### config.mk
export PLATFORM = sky130hd
export DESIGN_NAME = simple_adapter_arbiter
export DESIGN_NICKNAME = d
export VERILOG_FILES = /design/src/rtl/simple_adapter_arb_pkg.sv /design/src/rtl/simple_adapter_arbiter_rr_arbiter.sv /design/src/rtl/simple_adapter_arbiter.sv
export SDC_FILE = /design/constraint.sdc
export NUM_CORES = 1
export LEC_CHECK = 0
export ABC_AREA = 1
export ABC_CLOCK_PERIOD_IN_PS = 1900
export CAP_MARGIN = 10
export CORE_AREA = 3 3 74 89
export CTS_BUF_LIST = sky130_fd_sc_hd__clkbuf_2 sky130_fd_sc_hd__clkbuf_4 sky130_fd_sc_hd__clkbuf_8
export DETAILED_ROUTE_END_ITERATION = 8
export DIE_AREA = 0 0 77 92
export PLACE_DENSITY = 0.78
export SETUP_SLACK_MARGIN = 0.3
export SLEW_MARGIN = 20
export SYNTH_ARGS = -nofsm -noshare
export SYNTH_HDL_FRONTEND = slang
export SYNTH_HIERARCHICAL = 1
export SYNTH_SLANG_ARGS = --single-unit
### constraint.sdc
create_clock -name clk -period 1.9 [get_ports clk]
set_clock_uncertainty 0.05 [all_clocks]
set_input_delay 0.285 -clock clk [delete_from_list [all_inputs] [get_ports clk]]
set_output_delay 0.285 -clock clk [all_outputs]
set_load 0.005 [all_outputs]
### src/rtl/simple_adapter_arb_pkg.sv
// Shared types and elaboration helpers for the packet round-robin adapter arbiter.
package simple_adapter_arb_pkg;

  typedef enum logic [1:0] {
    ST_IDLE = 2'd0,
    ST_PASS = 2'd1,
    ST_PAD  = 2'd2
  } arb_state_e;

  function automatic int id_width(input int n);
    return (n > 1) ? $clog2(n) : 1;
  endfunction

  // The downstream packer only flushes on whole words, so the beat ratio must be 2^k.
  function automatic bit ratio_ok(input int r);
    return (r >= 1) && ((r & (r - 1)) == 0);
  endfunction

endpackage

### src/rtl/simple_adapter_arbiter_rr_arbiter.sv
// Round-robin pick: first requester strictly after last_ptr, wrapping; one-hot and encoded grant.
module rr_arbiter #(
  parameter int NUM_SRC = 4,
  parameter int ID_W    = 2
) (
  input  logic [NUM_SRC-1:0] req,
  input  logic [ID_W-1:0]    last_ptr,
  output logic [NUM_SRC-1:0] gnt,
  output logic [ID_W-1:0]    gnt_id,
  output logic               gnt_vld
);

  logic [ID_W-1:0] cand;

  always_comb begin
    gnt     = '0;
    gnt_id  = '0;
    gnt_vld = 1'b0;
    cand    = '0;
    for (int i = 1; i <= NUM_SRC; i++) begin
      cand = ID_W'((int'(last_ptr) + i) % NUM_SRC);
      if (!gnt_vld && req[cand]) begin
        gnt_vld    = 1'b1;
        gnt[cand]  = 1'b1;
        gnt_id     = cand;
      end
    end
  end

endmodule

### src/rtl/simple_adapter_arbiter.sv
// Packet round-robin arbiter in front of a narrow-to-wide adapter; pads packets to RATIO beats.
// Optional stall watchdog enabled by defining ARB_WATCHDOG_EN.
module simple_adapter_arbiter
  import simple_adapter_arb_pkg::*;
#(
  parameter int                   NUM_SRC     = 4,
  parameter int                   DIN_WIDTH   = 16,
  parameter int                   DOUT_WIDTH  = 128,
  parameter logic [DIN_WIDTH-1:0] PAD_VALUE   = '0,
  parameter int                   WDOG_CYCLES = 256,
  localparam int                  ID_W        = id_width(NUM_SRC)
) (
  input  logic                           clk,
  input  logic                           rst,
  input  logic [NUM_SRC-1:0]             src_vld,
  input  logic [NUM_SRC-1:0]             src_last,
  input  logic [NUM_SRC*DIN_WIDTH-1:0]   src_data,
  output logic [NUM_SRC-1:0]             src_rdy,
  output logic                           dout_vld,
  output logic                           dout_last,
  output logic [DIN_WIDTH-1:0]           dout,
  output logic [ID_W-1:0]                dout_id,
  output logic                           busy,
  output logic                           err
);

  localparam int RATIO = DOUT_WIDTH / DIN_WIDTH;
  localparam int CNT_W = (RATIO > 1) ? $clog2(RATIO) : 1;

  if (!ratio_ok(RATIO)) begin : g_bad_ratio
    $error("simple_adapter_arbiter: DOUT_WIDTH/DIN_WIDTH must be a power of two");
  end
  if (WDOG_CYCLES < 1) begin : g_bad_wdog
    $error("simple_adapter_arbiter: WDOG_CYCLES must be at least 1");
  end

  arb_state_e           state_q, state_d;
  logic [NUM_SRC-1:0]   gnt_q, gnt_d;
  logic [ID_W-1:0]      id_q, id_d, ptr_q, ptr_d;
  logic [CNT_W-1:0]     cnt_q, cnt_d, cnt_next;
  logic                 dout_vld_q, dout_vld_d, dout_last_q, dout_last_d;
  logic [DIN_WIDTH-1:0] dout_q, dout_d;
  logic [ID_W-1:0]      dout_id_q, dout_id_d;
  logic                 err_q, err_d;

  logic [NUM_SRC-1:0]   arb_gnt;
  logic [ID_W-1:0]      arb_id;
  logic                 arb_vld;
  logic                 acc, cnt_last, wd_fire;
  logic [DIN_WIDTH-1:0] src_beat [NUM_SRC];

  for (genvar g = 0; g < NUM_SRC; g++) begin : g_unpack
    assign src_beat[g] = src_data[g*DIN_WIDTH +: DIN_WIDTH];
  end

  rr_arbiter #(.NUM_SRC(NUM_SRC), .ID_W(ID_W)) u_rr (
    .req      (src_vld),
    .last_ptr (ptr_q),
    .gnt      (arb_gnt),
    .gnt_id   (arb_id),
    .gnt_vld  (arb_vld)
  );

  assign src_rdy  = (state_q == ST_PASS) ? gnt_q : '0;
  assign acc      = (state_q == ST_PASS) && ((src_vld & gnt_q) != '0);
  assign cnt_last = (cnt_q == CNT_W'(RATIO - 1));
  assign cnt_next = cnt_last ? '0 : cnt_q + 1'b1;

`ifdef ARB_WATCHDOG_EN
  localparam int WD_W = $clog2(WDOG_CYCLES + 1);
  logic [WD_W-1:0] wd_q, wd_d;

  // Counts consecutive granted-but-idle PASS cycles; anything else clears it.
  always_comb begin
    wd_d    = '0;
    wd_fire = 1'b0;
    if (state_q == ST_PASS && !acc) begin
      wd_d    = wd_q + 1'b1;
      wd_fire = (wd_d == WD_W'(WDOG_CYCLES));
    end
  end

  always_ff @(posedge clk) begin
    if (rst) wd_q <= '0;
    else     wd_q <= wd_fire ? '0 : wd_d;
  end
`else
  assign wd_fire = 1'b0;
`endif

  always_comb begin
    state_d     = state_q;
    gnt_d       = gnt_q;
    id_d        = id_q;
    ptr_d       = ptr_q;
    cnt_d       = cnt_q;
    dout_vld_d  = 1'b0;
    dout_last_d = 1'b0;
    dout_d      = '0;
    dout_id_d   = dout_id_q;
    err_d       = 1'b0;
    case (state_q)
      ST_IDLE: begin
        if (arb_vld) begin
          state_d = ST_PASS;
          gnt_d   = arb_gnt;
          id_d    = arb_id;
          ptr_d   = arb_id;
          cnt_d   = '0;
        end
      end
      ST_PASS: begin
        if (acc) begin
          dout_vld_d = 1'b1;
          dout_d     = src_beat[id_q];
          dout_id_d  = id_q;
          cnt_d      = cnt_next;
          if (src_last[id_q]) begin
            dout_last_d = cnt_last;
            state_d     = cnt_last ? ST_IDLE : ST_PAD;
            gnt_d       = '0;
          end
        end else if (wd_fire) begin
          err_d   = 1'b1;
          state_d = ST_PAD;
          gnt_d   = '0;
        end
      end
      ST_PAD: begin
        dout_vld_d  = 1'b1;
        dout_d      = PAD_VALUE;
        dout_id_d   = id_q;
        dout_last_d = cnt_last;
        cnt_d       = cnt_next;
        if (cnt_last) state_d = ST_IDLE;
      end
      default: state_d = ST_IDLE;
    endcase
  end

  always_ff @(posedge clk) begin
    if (rst) begin
      state_q     <= ST_IDLE;
      gnt_q       <= '0;
      id_q        <= '0;
      ptr_q       <= ID_W'(NUM_SRC - 1);
      cnt_q       <= '0;
      dout_vld_q  <= 1'b0;
      dout_last_q <= 1'b0;
      dout_q      <= '0;
      dout_id_q   <= '0;
      err_q       <= 1'b0;
    end else begin
      state_q     <= state_d;
      gnt_q       <= gnt_d;
      id_q        <= id_d;
      ptr_q       <= ptr_d;
      cnt_q       <= cnt_d;
      dout_vld_q  <= dout_vld_d;
      dout_last_q <= dout_last_d;
      dout_q      <= dout_d;
      dout_id_q   <= dout_id_d;
      err_q       <= err_d;
    end
  end

  assign dout_vld  = dout_vld_q;
  assign dout_last = dout_last_q;
  assign dout      = dout_q;
  assign dout_id   = dout_id_q;
  assign busy      = (state_q != ST_IDLE);
  assign err       = err_q;

endmodule

==> results of run 1 <==
[worst min-delay path by stage]
stage / slack [ns] / to / depth (start not counted)
5_1_grt: 0.45 / dout_id[0] / 2
3_3_place_gp: 0.40 / dout_id[0] / 2
6_report: 0.42 / dout_id[0] / 2
2_1_floorplan: 0.41 / dout_id[0] / 2
3_5_place_dp: 0.41 / dout_id[0] / 2
4_1_cts: 0.42 / dout_id[0] / 2
[cells in the final DEF, fill, tap and decap left out, types with 2 or more instances in the layout]
master            n
a21boi_0          3
a21oi_1          21
a21oi_2           9
buf_4            33
buf_6             3
clkbuf_2          2
clkbuf_8          7
clkdlybuf4s50_1  89
clkinv_2          2
dfxtp_1          28
dfxtp_2           3
dfxtp_4           2
dlygate4sd2_1     6
ha_1             11
ha_4              3
inv_1            15
inv_2             7
inv_4             4
nand2_1          59
nand2_2           9
nand2_4           7
nand3_1          26
nand3_2           2
nand4_1           6
nor2_1           81
nor2_4            3
o21ai_0          31
o21ai_1           3
[cell type report]
cell class	instances	area (um^2)
inverters	28	124
clock buffers	7	96.3
multi-input cells	284	1580
well taps	80	100
flip-flops and latches	33	672
clock inverters	1	5.00
repair buffers	134	1240
fillers	503	1920
[worst max-delay path: cells and delay by family, from the launching register on]
family          cells  cell delay, ns
flops               1            0.43
simple gates        8            0.70
compound gates      1            0.08
buf+inv             2            0.12
fa+ha+maj           1            0.30
[logic make-up (layout without fill, tap and decap cells)]
| family | Yosys count | after routing | share of synthesized area [%] |
|---|---|---|---|
| fa+ha+maj | 14 | 14 | 7.64 |
| simple gates | 197 | 197 | 37.2 |
| compound gates | 71 | 72 | 17.2 |
| other cells | 1 | 1 | 0.164 |
| flops | 33 | 33 | 28.8 |
| buf+inv | 43 | 170 | 8.90 |
[metrics by stage]
| step | instance area, um^2 | worst slack, ns | TNS, ns | total power, mW |
|---|---|---|---|---|
| 2_1_floorplan | 2340 | 0.226 | 0 | 3.17 |
| 3_3_place_gp | 3480 | -0.158 | -1.28 | 4.03 |
| 3_5_place_dp | 3480 | -0.232 | -1.93 | 4.06 |
| 4_1_cts | 3780 | 0.168 | 0 | 5.01 |
| 5_1_grt | 3830 | 0.0278 | 0 | 5.61 |
| 6_report | 3830 | 0.159 | 0 | 5.14 |
[metal layers]
| layer | part of all wire (%) | routed length [um] | GRT usage [%] |
|---|---|---|---|
| met1 | 43 | 3320 | 25.9 |
| met2 | 48 | 3710 | 39.2 |
| met3 | 7.1 | 544 | 5.40 |
| met4 | 1.3 | 96 | 5.49 |
| met5 | 0 | 0 | 0 |
[synthesized netlist by cell type (all sizes together)]
master   n
nor2    85
nand2   75
o21ai   35
dfxtp   33
a21oi   30
nand3   29
inv     27
ha      14
buf     10
nand4    6
a21boi   5
clkbuf   5
a31oi    1
clkinv   1
conb     1
nor3     1
or2      1
[registers in the layout (all words and copies together) (netlist names)]
signal     cells
ptr_q          2
dout_vld       1
gnt_q          4
dout_id        2
dout_last      1
dout          16
cnt_q          3
state_q        2
id_q           2
[power by group]
group	switching (mW)	internal, mW	total [mW]
combinational	2.00	1.53	3.53
sequential	0.172	0.861	1.03
clock	0.253	0.327	0.581
total	2.42	2.72	5.14
[timing repair]
| action | in CTS | in global routing |
|---|---|---|
| setup endpoints to repair | 21 | 34 |
| hold buffers | 0 | 0 |
| buffers inserted | 13 | 3 |
| gates cloned | 1 | 0 |
| gates resized for setup | 36 | 14 |
| pin swaps | 22 | 6 |
==> reports/metrics.yaml, run 1 <==
logic_synthesis:
  ys_ff_latch: 33
  avgSynthCellArea_um2: 6.38
  syn-num-nets: 447
  seq_area_frac_synth_pct: 28.8
  yosys.area.top_type: "dfxtp_1"
  synth_area_leaders: "dfxtp_1 (29%), nor2_1 (13%), nand2_1 (11%)"
  yosysWarnings: 6
  syn_inst: 359
  syn_area_um2: 2290
  synth.distinct_cells: 31
  yosysTopAreaCellShare_pct: 28.8
worst_setup_path:
  rr_startpoint: "ptr_q[0]"
  required_ns: 2.07
  cp_max_fo: 7
  timing.rr.end: "gnt_q[2]"
  worstPathCellList: "inv_8, ha_4, inv_4, nand2_4, nand2_4, nor2_4, a21oi_2, nand3_1, nand2_1, nand3_1, nand2_1, nor2_1"
  critPathLaunchType: "register"
  reg2regPathDepth: 12
  startpoint: "ptr_q[0]"
  slowest_stage: "dfxtp_4"
  endpoint: "gnt_q[2]"
  crit_path_end_kind: "register"
  slowest_delay_ns: 0.43
  arrival_ns: 1.91
  ff2ff_setup_slack_ns: 0.16
  worstSetupPathType: "reg2reg"
route:
  wl_per_cell_um: 13.5
  dr.pass1.iters: 4
  ant_nets: 0
  viasPerCell: 4.92
  wirelength_um: 7670
  drc: 0
  vias: 2789
  drt_iter0_markers: 75
placed_design:
  dp.cells: 542
  hpwl_um: 5550
  gp_congestion: 0.887
  port_buffers: 98
global_routing:
  overflow: 0
  first_global_vias: 2677
  grt_pass1_wl_um: 12700
  grt_max_degree: 29
  antenna_found_initial: 0
  grt_usage_pct: 21.9
sta:
  hold_slack_ns: 0.417
  finalHoldViolations: 0
  final-setup-viol-count: 0
  fin_crit_ns: 1.74
  fmax_ghz: 0.574
  maxSlewViolCount: 0
  finalCritPeriodShare_pct: 91.6
  rsz0062_at_grt: "true"
floorplanning:
  die-area_um2: 7080
  initial_core_util_pct: 39.9
  rows: 30
  core_region_area_um2: 5740
  ios: 100
  die_h_um: 92
  die_w_um: 77
power_and_ir_drop:
  power.density_nw_per_um2: 1340
  irDropWorstVdd_uv: 745
  leakage_nw: 1.72
hold_path:
  hp-class: "reg2reg"
  holdCritStartpoint: "dout_id[0]"
run:
  drv_cap: 0
cells_and_area:
  drive_gt1_share_pct: 20.9
  num-nets-final: 574
  num_antenna_cells: 0
  finalNonFillerCells: 567
  area_growth_pct: 66.9
  final_core_util_pct: 66.6
clock_tree:
  clockBufferDepth: 2
  cts-buffers-inserted: 5
  clkTransAtPathRegs_ns: 0.07
  cts-root-buf: "clkbuf_8"
  cts_tree: "built"
  htreeDepth: 2
  insertion_delay_ns: 0.28
  cts_sinks: 33
status:
  outcome: "completed"
(Power assumes the default switching activity.)
==> run 2: changes to the inputs <==
--- a/config.mk
+++ b/config.mk
@@ -8,11 +8,11 @@
 export ABC_AREA = 1
 export ABC_CLOCK_PERIOD_IN_PS = 1900
 export CAP_MARGIN = 10
-export CORE_AREA = 3 3 74 89
+export CORE_AREA = 3 3 84 78
 export CTS_BUF_LIST = sky130_fd_sc_hd__clkbuf_2 sky130_fd_sc_hd__clkbuf_4 sky130_fd_sc_hd__clkbuf_8
 export DETAILED_ROUTE_END_ITERATION = 8
-export DIE_AREA = 0 0 77 92
-export PLACE_DENSITY = 0.78
+export DIE_AREA = 0 0 87 81
+export PLACE_DENSITY = 0.79
 export SETUP_SLACK_MARGIN = 0.3
 export SLEW_MARGIN = 20
 export SYNTH_ARGS = -nofsm -noshare
==> reports/metrics.yaml, run 2 (same netlist as run 1, synthesis figures left out) <==
clock_tree:
  cts_sinks: 33
  insertion_delay_ns: 0.29
  clkTransAtPathRegs_ns: 0.08
  cts_tree: "built"
  cts-buffers-inserted: 5
  clockBufferDepth: 2
  htreeDepth: 2
  cts-root-buf: "clkbuf_8"
hold_path:
  holdCritStartpoint: "dout_id[1]"
  hp-class: "reg2reg"
  hold_depth: 2
  hold_end: "dout_id[1]"
global_routing:
  first_global_vias: 2490
  grt_usage_pct: 21.3
  grt_max_degree: 25
  grt_pass1_wl_um: 12000
  overflow: 0
  antenna_found_initial: 0
cells_and_area:
  fin_area_um2: 3840
  nFillCells: 459
  drive_gt1_share_pct: 23.1
  final_cell_mix: "clkdlybuf4s50_1 (89), nor2_1 (78), nand2_1 (55), o21ai_0 (30), dfxtp_1 (29)"
  final_core_util_pct: 67.5
  area_growth_pct: 67.6
  layout_commonest_cell: "clkdlybuf4s50_1"
  num-nets-final: 568
  largest_reg_flops: 16
  num_antenna_cells: 0
sta:
  maxSlewViolCount: 0
  hold_slack_ns: 0.408
  fin_crit_ns: 1.78
  finalCritPeriodShare_pct: 93.7
  fmax_ghz: 0.561
  final-setup-viol-count: 0
  finalHoldViolations: 0
  rsz0062_at_grt: "true"
  setup_ws_ns: 0.119
  tns_ns: 0
power_and_ir_drop:
  power.density_nw_per_um2: 1400
  irDropWorstVdd_uv: 793
  leakage_nw: 1.74
worst_setup_path:
  slowest_delay_ns: 0.42
  crit_path_end_kind: "register"
  critPathLaunchType: "register"
  startpoint: "ptr_q[0]"
  required_ns: 2.09
  worstPathCellList: "inv_8, ha_4, inv_4, nand2_2, nand2_4, nor2_8, nand3_1, nand3_1, nand2_1, nand3_1, nand2_1, nor2_1"
  cp_max_fo: 6
  timing.rr.end: "gnt_q[0]"
  crit_top_cell: "nand3_1"
  ff2ff_setup_slack_ns: 0.12
  slowest_stage: "dfxtp_4"
  worstSetupPathType: "reg2reg"
  rr_startpoint: "ptr_q[0]"
  arrival_ns: 1.97
  reg2regPathDepth: 12
route:
  wirelength_um: 7930
  wl_per_cell_um: 14.4
  drc: 0
  drt_iter0_markers: 150
  ant_nets: 0
  viasPerCell: 5.08
  dr.pass1.iters: 4
  vias: 2799
run:
  drv_cap: 0
floorplanning:
  die_h_um: 81
  rows: 26
  die_w_um: 87
  ios: 100
  core_region_area_um2: 5690
  initial_core_util_pct: 40.3
  die-area_um2: 7050
placed_design:
  gp_congestion: 0.884
  pre_cts_slack_ns: -0.233
  hpwl_um: 5720
  placed_area_um2: 3450
  port_buffers: 98
status:
  outcome: "completed"
==> run 2: cell types whose count changed in the layout (fill, tap and decap cells not counted), sizes merged <==
| cell | delta |
|---|---|
| buf | -6 |
| bufinv | +1 |
| clkdlybuf4s15 | -1 |
==> run 2: worst max-delay path: cells and delay by family (launching register included) <==
kind | cells | cell delay [ns]
adders and majority gates | 1 | 0.30
buffers and inverters | 2 | 0.11
DFF | 1 | 0.42
and+or+nand+nor | 9 | 0.85
==> run 2: where the power goes <==
part           switching, mW  internal, mW  leakage, nW
Sequential             0.156         0.858        0.270
Clock                  0.278         0.404       0.0586
Combinational           2.14          1.55         1.41
==> run 2: layout make-up <==
cell class	count	area (um^2)	share of cell area (%)
clock buffers	6	76.3	1.99
multi-input cells	284	1660	43.1
repair buffers	128	1190	31.0
flip-flops and latches	33	671	17.5
inverters	28	124	3.22
clock inverters	2	35.0	0.912
well taps	70	87.6	2.28
==> run 2: per-stage QoR <==
step | power [mW] | instances
2_1_floorplan | 3.17 | 359
3_3_place_gp | 3.97 | 530
3_5_place_dp | 4.04 | 530
4_1_cts | 5.00 | 546
5_1_grt | 5.84 | 551
6_report | 5.38 | 551
==> run 2: how the worst max path moves through the flow <==
| stage | cells after the start | endpoint | slack (ns) |
|---|---|---|---|
| global route | 12 | gnt_q[0] | 0.03 |
| finish | 12 | gnt_q[0] | 0.12 |
| detailed placement | 12 | gnt_q[3] | -0.23 |
| global placement | 13 | cnt_q[0] | -0.17 |
| CTS | 12 | gnt_q[3] | 0.16 |
| floorplan | 12 | gnt_q[0] | 0.23 |
==> run 2: metal layers <==
metal / track usage (%) / vias to the layer above / share of wire, %
li1: - / 1405 / -
met1: 27.5 / 1294 / 41
met2: 34.4 / 83 / 51
met3: 4.67 / 17 / 5.0
met4: 9.03 / 0 / 2.4
met5: 0 / - / 0
==> run 2: timing repair <==
item / in CTS / in global routing
pin swaps: 15 / 16
buffers inserted: 7 / 5
endpoints found under the hold margin: 0 / 0
setup endpoints to repair: 35 / 36
gates cloned: 1 / 0
hold buffers: 0 / 0
resized for setup: 32 / 37
